File: config.mk
export PLATFORM = sky130hd
export DESIGN_NAME = not_not_round_ctrl
export DESIGN_NICKNAME = d
export VERILOG_FILES = /design/src/rtl/not_not_pkg.sv /design/src/rtl/round_timer.sv /design/src/rtl/not_not_round_ctrl.sv
export SDC_FILE = /design/constraint.sdc
export NUM_CORES = 1
export LEC_CHECK = 0
export BUFFER_PORTS_ARGS = -buffer_cell sky130_fd_sc_hd__buf_2
export CORE_ASPECT_RATIO = 0.6
export CORE_MARGIN = 8
export CORE_UTILIZATION = 50
export CTS_BUF_LIST = sky130_fd_sc_hd__clkbuf_8
export CTS_CLUSTER_DIAMETER = 50
export DETAILED_ROUTE_END_ITERATION = 6
export GPL_ROUTABILITY_DRIVEN = 0
export HOLD_SLACK_MARGIN = 0.15
export PLACE_DENSITY_LB_ADDON = 0.08
export SLEW_MARGIN = 10
export SYNTH_ARGS = -nofsm -noshare
export SYNTH_HDL_FRONTEND = slang
export SYNTH_SLANG_ARGS = --single-unit
File: constraint.sdc
create_clock -name clock -period 6.3 [get_ports clock]
set_clock_uncertainty 0.15 [all_clocks]
set_input_delay 0.315 -clock clock [delete_from_list [all_inputs] [get_ports clock]]
set_output_delay 0.315 -clock clock [all_outputs]
set_load 0.02 [all_outputs]
File: src/rtl/not_not_pkg.sv
// Shared types and defaults for the Not Not round controller.
package not_not_pkg;

  localparam int unsigned DEF_TIMEOUT_CYCLES = 150_000_000;
  localparam int unsigned DEF_MAX_LIVES      = 3;
  localparam int unsigned ANSWER_W           = 4;
  localparam int unsigned LIVES_W            = 2;

  typedef enum logic [2:0] {
    S_IDLE      = 3'd0,
    S_ADVANCE   = 3'd1,
    S_SETTLE    = 3'd2,
    S_WAIT      = 3'd3,
    S_JUDGE     = 3'd4,
    S_GAME_OVER = 3'd5
  } state_t;

endpackage

File: src/rtl/round_timer.sv
// Down-counter for the answer window; zero goes high one cycle after the count
// has sat at 0 while still being decremented, i.e. the window has fully expired.
module round_timer #(
  parameter int unsigned W = 4
) (
  input  logic         clk,
  input  logic         rst_n,
  input  logic         load,
  input  logic [W-1:0] load_val,
  input  logic         dec,
  output logic         zero
);

  logic [W-1:0] count;

  always_ff @(posedge clk or negedge rst_n) begin
    if (!rst_n) begin
      count <= '0;
      zero  <= 1'b0;
    end else if (load) begin
      count <= load_val;
      zero  <= 1'b0;
    end else if (dec) begin
      if (count == '0) zero <= 1'b1;
      else             count <= count - W'(1);
    end
  end

endmodule

File: src/rtl/not_not_round_ctrl.sv
// Round sequencing for the Not Not game: prompt advance, timed answer window,
// judging, score/lives bookkeeping and game-over handling.
module not_not_round_ctrl
  import not_not_pkg::*;
#(
  parameter int unsigned TIMEOUT_CYCLES = DEF_TIMEOUT_CYCLES,
  parameter int unsigned MAX_LIVES      = DEF_MAX_LIVES,
  parameter int unsigned SCORE_W        = 8
) (
  input  logic                clock,
  input  logic                resetn,
  input  logic                start,
  input  logic                answer_valid,
  input  logic [ANSWER_W-1:0] answer,
  input  logic [ANSWER_W-1:0] expected,
  output logic                prompt_enable,
  output logic                playing,
  output logic                result_valid,
  output logic                result_correct,
  output logic [SCORE_W-1:0]  score,
  output logic [LIVES_W-1:0]  lives,
  output logic                game_over
);

  localparam int unsigned TW = (TIMEOUT_CYCLES > 1) ? $clog2(TIMEOUT_CYCLES) : 1;

  state_t state, next_state;
  logic   tmr_zero;
  logic   judge_c;
  logic   verdict_c;
  logic   new_game_c;
  logic   prompt_enable_d, playing_d, result_valid_d, game_over_d;

  round_timer #(.W(TW)) u_timer (
    .clk      (clock),
    .rst_n    (resetn),
    .load     (state == S_SETTLE),
    .load_val (TW'(TIMEOUT_CYCLES - 1)),
    .dec      (state == S_WAIT),
    .zero     (tmr_zero)
  );

  // An answer in the final window cycle wins over the timeout.
  assign judge_c    = (state == S_WAIT) && (answer_valid || tmr_zero);
  assign verdict_c  = answer_valid && (answer == expected);
  assign new_game_c = ((state == S_IDLE) || (state == S_GAME_OVER)) && start;

  always_ff @(posedge clock or negedge resetn) begin
    if (!resetn) state <= S_IDLE;
    else         state <= next_state;
  end

  always_comb begin
    next_state = state;
    case (state)
      S_IDLE:      if (start) next_state = S_ADVANCE;
      S_ADVANCE:   next_state = S_SETTLE;
      S_SETTLE:    next_state = S_WAIT;
      S_WAIT:      if (judge_c) next_state = S_JUDGE;
      S_JUDGE:     next_state = (lives == '0) ? S_GAME_OVER : S_ADVANCE;
      S_GAME_OVER: if (start) next_state = S_ADVANCE;
      default:     next_state = S_IDLE;
    endcase
  end

  // Output values for the upcoming state, registered below.
  always_comb begin
    prompt_enable_d = 1'b0;
    playing_d       = 1'b0;
    result_valid_d  = 1'b0;
    game_over_d     = 1'b0;
    case (next_state)
      S_ADVANCE:   prompt_enable_d = 1'b1;
      S_WAIT:      playing_d       = 1'b1;
      S_JUDGE:     result_valid_d  = 1'b1;
      S_GAME_OVER: game_over_d     = 1'b1;
      default:     ;
    endcase
  end

  always_ff @(posedge clock or negedge resetn) begin
    if (!resetn) begin
      prompt_enable <= 1'b0;
      playing       <= 1'b0;
      result_valid  <= 1'b0;
      game_over     <= 1'b0;
    end else begin
      prompt_enable <= prompt_enable_d;
      playing       <= playing_d;
      result_valid  <= result_valid_d;
      game_over     <= game_over_d;
    end
  end

  // Score/lives update together with the verdict so they are valid with result_valid.
  always_ff @(posedge clock or negedge resetn) begin
    if (!resetn) begin
      score          <= '0;
      lives          <= '0;
      result_correct <= 1'b0;
    end else if (new_game_c) begin
      score <= '0;
      lives <= LIVES_W'(MAX_LIVES);
    end else if (judge_c) begin
      result_correct <= verdict_c;
      if (verdict_c) begin
        if (score != '1) score <= score + SCORE_W'(1);
      end else if (lives != '0) begin
        lives <= lives - LIVES_W'(1);
      end
    end
  end

endmodule
==> results of run 1 <==
==> through the flow <==
| stage | util | worst slack (ns) | total power, uW | cells | hold WS [ns] |
|---|---|---|---|---|---|
| after floorplan | - | 4.01 | 609 | 295 | -0.131 |
| after global placement | 0.553 | 3.60 | 669 | 377 | 0.300 |
| after detailed placement | 0.553 | 3.60 | 672 | 377 | 0.295 |
| after CTS | 0.577 | 3.57 | 897 | 386 | 0.233 |
| after global routing | 0.577 | 3.26 | 951 | 386 | 0.245 |
| final | 0.577 | 3.52 | 895 | 386 | 0.233 |
==> sequential cells by signal, indices dropped and copies added, names as in the netlist, 2 cells and up <==
| signal | flops |
|---|---|
| u_timer.count | 28 |
| score | 8 |
| state | 3 |
| lives | 2 |
==> power by group <==
group / switching, uW / internal [uW]
Clock: 106 / 118
Sequential: 42.5 / 338
Combinational: 204 / 85.6
==> metal layers <==
layer  wire, um  share of wire  up-vias
li1           -              -     1162
met2       2640           0.39       83
met3        619          0.092        4
met4         29         0.0043        0
met5          0              0        -
met1       3420           0.51     1178
==> final cells by class <==
| class | count | area (sq um) | share of cell area |
|---|---|---|---|
| multi-input combinational | 227 | 1400 | 0.474 |
| sequential | 47 | 1180 | 0.398 |
| timing repair buffer | 28 | 148 | 0.0499 |
| tap | 66 | 82.6 | 0.0279 |
| clock buffer | 5 | 68.8 | 0.0233 |
| clock inverter | 3 | 43.8 | 0.0148 |
| inverter | 10 | 37.5 | 0.0127 |
==> path summary, 6_finish.rpt <==
| kind | depth (start not counted) | slack [ns] | endpoint |
|---|---|---|---|
| setup / recovery | 5 | 3.52 | u_timer.count[2] |
| hold / removal | 4 | 0.23 | game_over |
| setup reg to reg | 5 | 3.52 | u_timer.count[2] |
| hold reg to reg | 1 | 0.34 | result_correct |
| max in group asynchronous | 3 | 5.11 | u_timer.zero |
| min in group asynchronous | 3 | 0.49 | u_timer.count[23] |
==> Yosys cell counts, types with 2 or more instances <==
library cell	instances
nor2_1	28
a211oi_1	3
clkbuf_1	8
o2111ai_1	2
xnor2_1	5
nand4_1	5
clkbuf_8	3
and3_1	7
inv_1	10
nor4_1	12
dfrtp_1	47
a31o_2	2
nor4b_1	2
or3_1	11
ha_1	4
nand2_1	24
a21oi_1	17
nor3b_1	3
o41ai_1	4
or4_1	6
nor3_1	10
or4_4	2
o31ai_1	2
a311oi_1	4
o21ai_0	17
nand3_1	15
nand4b_1	3
and4_1	5
nand2b_1	5
a31oi_1	4
nand3b_1	3
mux2i_1	8
==> kinds of logic (layout without fill, tap and decap cells) <==
family,after synthesis,in the layout
xor+xnor,5,5
fa+ha+maj,4,4
simple gates,149,149
buf+inv,21,46
compound gates,61,61
flops,47,47
mux,8,8
==> timing repair <==
item | in CTS | in global routing
setup buffers | 0 | 0
hold endpoints to repair | 47 | 0
resized for setup | 0 | 0
hold buffers | 1 | 0
==> critical path, delay by kind of cell (launching register included) <==
family | cells | cell delay (ns)
simple gates | 4 | 1.99
flops | 1 | 0.42
compound gates | 1 | 0.14
==> metrics.csv, run 1 <==
metric;value;unit
total number of vias;2427;
Peak Freq;360;MHz
launching point of the worst reg2reg path;u_timer.count[20];
Reg clk slew, reported paths;0.09;ns
post-route antenna net violation count;0;
I/O Buffers;26;
# rows;20;
H-tree depth;2;
Max rail drop VDD;0.147;mV
EDFF count, synth;0;
first-pass GRT wire length;11000;um
count of cell types in the netlist;46;
MaxCap Viol Count;0;
Post-Synthesis Cells;295;
Synth Flop Type;dfrtp_1;
power per cell area;303;nW/um^2
Num Clock Sinks;47;
final WL;6710;um
Post-DP Area;2840;sq um
dpl hpwl;4880;um
fin crit period;2.78;ns
ys async rst share;1.00;
Synth Area in Compound Gates;0.144;
post-synthesis sequential area ratio;0.438;
top cell type's share of synthesized area;0.438;
min-delay src;start;
Critical path origin;u_timer.count[20];
unrepaired setup endpoints after global routing;false;
grt ovf;0;
maximum clock path buffer count;2;
mux contribution to synthesized area;0.0298;
ant diodes;0;
routed wire length per instance;17.4;um
relative slew slack;0.284;
Critical Path Sink Type;flip-flop;
TNS Setup;0;ns
commonest non-fill, non-tap cell in the layout;dfrtp_1;
gr usage total;0.167;
worst path required time;6.36;ns
Clk Latency, worst-skew pair;0.30;ns
met1 GRT Util;0.253;
Area contributors post-synth;dfrtp_1 (44%), nor2_1 (3.9%), nand2_1 (3.4%);
Crit Path Class;flip-flop to flip-flop;
Core ar.;5130;sq um
drt first-iter violations;266;
worst-path cell chain;or3_1 > nor3b_1 > nand4_1 > and4_1 > o21ai_0;
CP max stage delay;0.61;ns
worst hold path class;input port to flip-flop;
synth warn;0;
largest family of logic cells by synthesized area;simple AND/OR/NAND/NOR gates;
CTS tree;yes;
Synth Area in XOR/XNOR;0.0163;
Syn Area/Cell;9.11;sq um
Layout Nets;335;
status;complete, no violations;
Global Route met3 Usage;0.0542;
IO Pins;27;
WP data arrival;2.84;ns
layer with the highest usage;met1;
synthesized area;2690;sq um
Yosys top cell by area;dfrtp_1;
worst slew pin tran;1.06;ns
Final Hold Fails;0;
chip height;72.8;um
die area;8050;sq um
Avg Vias per Cell;6.29;
fin crit share;0.442;
Post-Synth Simple-Gate Area;0.313;
CTS Root Cell;clkbuf_8;
Filler Cells Inserted;464;
post-synth net total;311;
share of cells above drive strength 1;0.141;
Area Growth Syn to Fin;10.1;%
most frequent cells in the layout;dfrtp_1 (47), nor2_1 (28), buf_2 (26), nand2_1 (24);
Adder-Cell Fraction of Synth Area;0.0186;
Max Slew Vio Count;0;
Die X;111;um
cts bufs inserted;5;
DRC viols;0;
DRT Pass-1 Iters;5;
CP max-delay cell;nand4_1;
Setup-failing EPs final;0;
GR Layer Usage met2;0.220;
antenna violations before repair;0;
Startpoint Class;flip-flop;
Crit Path Max Fanout;14;
vias in the first global route;2177;
pin count of the biggest net entering global routing;48;
Starting Density;0.524;
Final Cell Area;2960;sq um
Yosys reg bits;47;
Leak;0.00120;uW
No activity file was read; power rests on OpenSTA's default activity.
==> inputs of run 2 (changes only) <==
==> constraint.sdc (replaced) <==
create_clock -name clock -period 2.85 [get_ports clock]
set_clock_uncertainty 0.15 [all_clocks]
set_input_delay 0.1425 -clock clock [delete_from_list [all_inputs] [get_ports clock]]
set_output_delay 0.1425 -clock clock [all_outputs]
set_load 0.02 [all_outputs]
==> metrics.csv, run 2 (synthesis gave the netlist of run 1 again) <==
metric;value;unit
status;complete, no violations;
Setup-failing EPs final;0;
dpl hpwl;4940;um
flop2flop setup slack;0.43;ns
CP max stage delay;0.52;ns
cts bufs inserted;5;
power per cell area;675;nW/um^2
Area Growth Syn to Fin;13.7;%
hold depth;6;
chip height;72.8;um
Peak Freq;413;MHz
ant diodes;0;
share of cells above drive strength 1;0.166;
# rows;20;
fin crit share;0.850;
unrepaired setup endpoints after global routing;false;
worst hold path class;input port to flip-flop;
worst-path cell chain;inv_1 > ha_1 > or3b_2 > nor2_1 > o2111ai_1 > or3_1 > a21oi_1;
grt ovf;0;
Starting Density;0.524;
WP data arrival;2.51;ns
I/O Buffers;26;
die area;8050;sq um
R2R depth;7;
Crit Path Max Fanout;4;
Num Clock Sinks;47;
multi-input logic area;1400;sq um
pin count of the biggest net entering global routing;48;
Core ar.;5130;sq um
drt first-iter violations;282;
DRC viols;0;
worst slew pin tran;1.04;ns
Final Hold Fails;0;
H-tree depth;2;
Max Slew Vio Count;0;
Max rail drop VDD;0.331;mV
relative slew slack;0.305;
DRT Pass-1 Iters;4;
CP max-delay cell;or3b_2;
routed wire length per instance;16.7;um
Clk Latency, worst-skew pair;0.31;ns
IO Pins;27;
Startpoint Class;flip-flop;
Setup WS pre-CTS;0.443;ns
gr usage total;0.167;
TNS Setup;0;ns
min-delay src;answer[3];
Largest register FFs;28;
Die X;111;um
Avg Vias per Cell;6.07;
fin crit period;2.42;ns
Tot Pwr;2060;uW
first-pass GRT wire length;11100;um
antenna violations before repair;0;
Crit Path Class;flip-flop to flip-flop;
MaxCap Viol Count;0;
post-route antenna net violation count;0;
CTS Root Cell;clkbuf_8;
Layout Nets;347;
worst path required time;2.94;ns
Critical Path Sink Type;flip-flop;
final WL;6660;um
total number of vias;2417;
number of gates resized after cts;0;
post-route setup slack;0.427;ns
vias in the first global route;2202;
biggest regs;u_timer.count: 28 flops, score: 8 flops, state: 3 flops;
Leak;0.00126;uW
Filler Cells Inserted;457;
Biggest register;u_timer.count;
Reg clk slew, reported paths;0.10;ns
maximum clock path buffer count;2;
reg2reg end;u_timer.count[24];
commonest non-fill, non-tap cell in the layout;dfrtp_1;
launching point of the worst reg2reg path;u_timer.count[1];
most frequent cells in the layout;dfrtp_1 (47), nor2_1 (28), buf_2 (26), nand2_1 (24);
Hold EP;score[7];
CTS tree;yes;
setup bufs post-CTS;0;
FF+latch area;1180;sq um
-- run 2: cell type report --
type	count	area share
multi-input cells	227	0.459
flip-flops and latches	47	0.385
repair buffers	40	0.0794
well taps	66	0.0270
clock buffers	5	0.0225
clock inverters	3	0.0152
inverters	10	0.0123
-- run 2: stage by stage --
step	util	instance area, sq um	hold WS [ns]	instances
6_report	0.596	3060	0.179	398
5_1_grt	0.596	3060	0.233	398
4_1_cts	0.596	3060	0.176	398
3_5_place_dp	0.567	2910	0.238	387
3_3_place_gp	0.567	2910	0.242	387
2_1_floorplan	-	2690	-0.303	295
-- run 2: critical path: cells and delay by family (launching register included) --
family / cells / cell delay, ns
buffers and inverters: 1 / 0.11
AO/OA/AOI/OAI: 2 / 0.34
flip-flops: 1 / 0.42
AND/OR/NAND/NOR: 3 / 1.11
adder cells (fa/ha/maj): 1 / 0.21
-- run 2: routing by layer --
layer  up-vias  global-route usage  share of wire
met5         -                   0              0
li1       1188                   -              -
met3         4              0.0402          0.089
met1      1148               0.271           0.53
met4         0              0.0372         0.0033
met2        77               0.205           0.37
-- run 2: worst max path at each step --
stage	start	end	slack, ns
finish	u_timer.count[1]	u_timer.count[24]	0.43
global route	u_timer.count[1]	u_timer.count[24]	0.27
CTS	u_timer.count[1]	u_timer.count[24]	0.44
detailed placement	u_timer.count[1]	u_timer.count[24]	0.44
global placement	u_timer.count[6]	u_timer.count[17]	0.49
floorplan	u_timer.count[6]	u_timer.count[17]	0.56
-- run 2: repair_timing --
item	4_1_cts	5_1_grt
hold buffers	3	0
endpoints found under the setup margin	0	0
endpoints found under the hold margin	54	0
-- run 2: power by group --
part	leakage [uW]	switching, uW	internal (uW)
Clock	0.0000548	247	265
Combinational	0.000642	462	248
Sequential	0.000562	92.6	747
Total	0.00126	802	1260
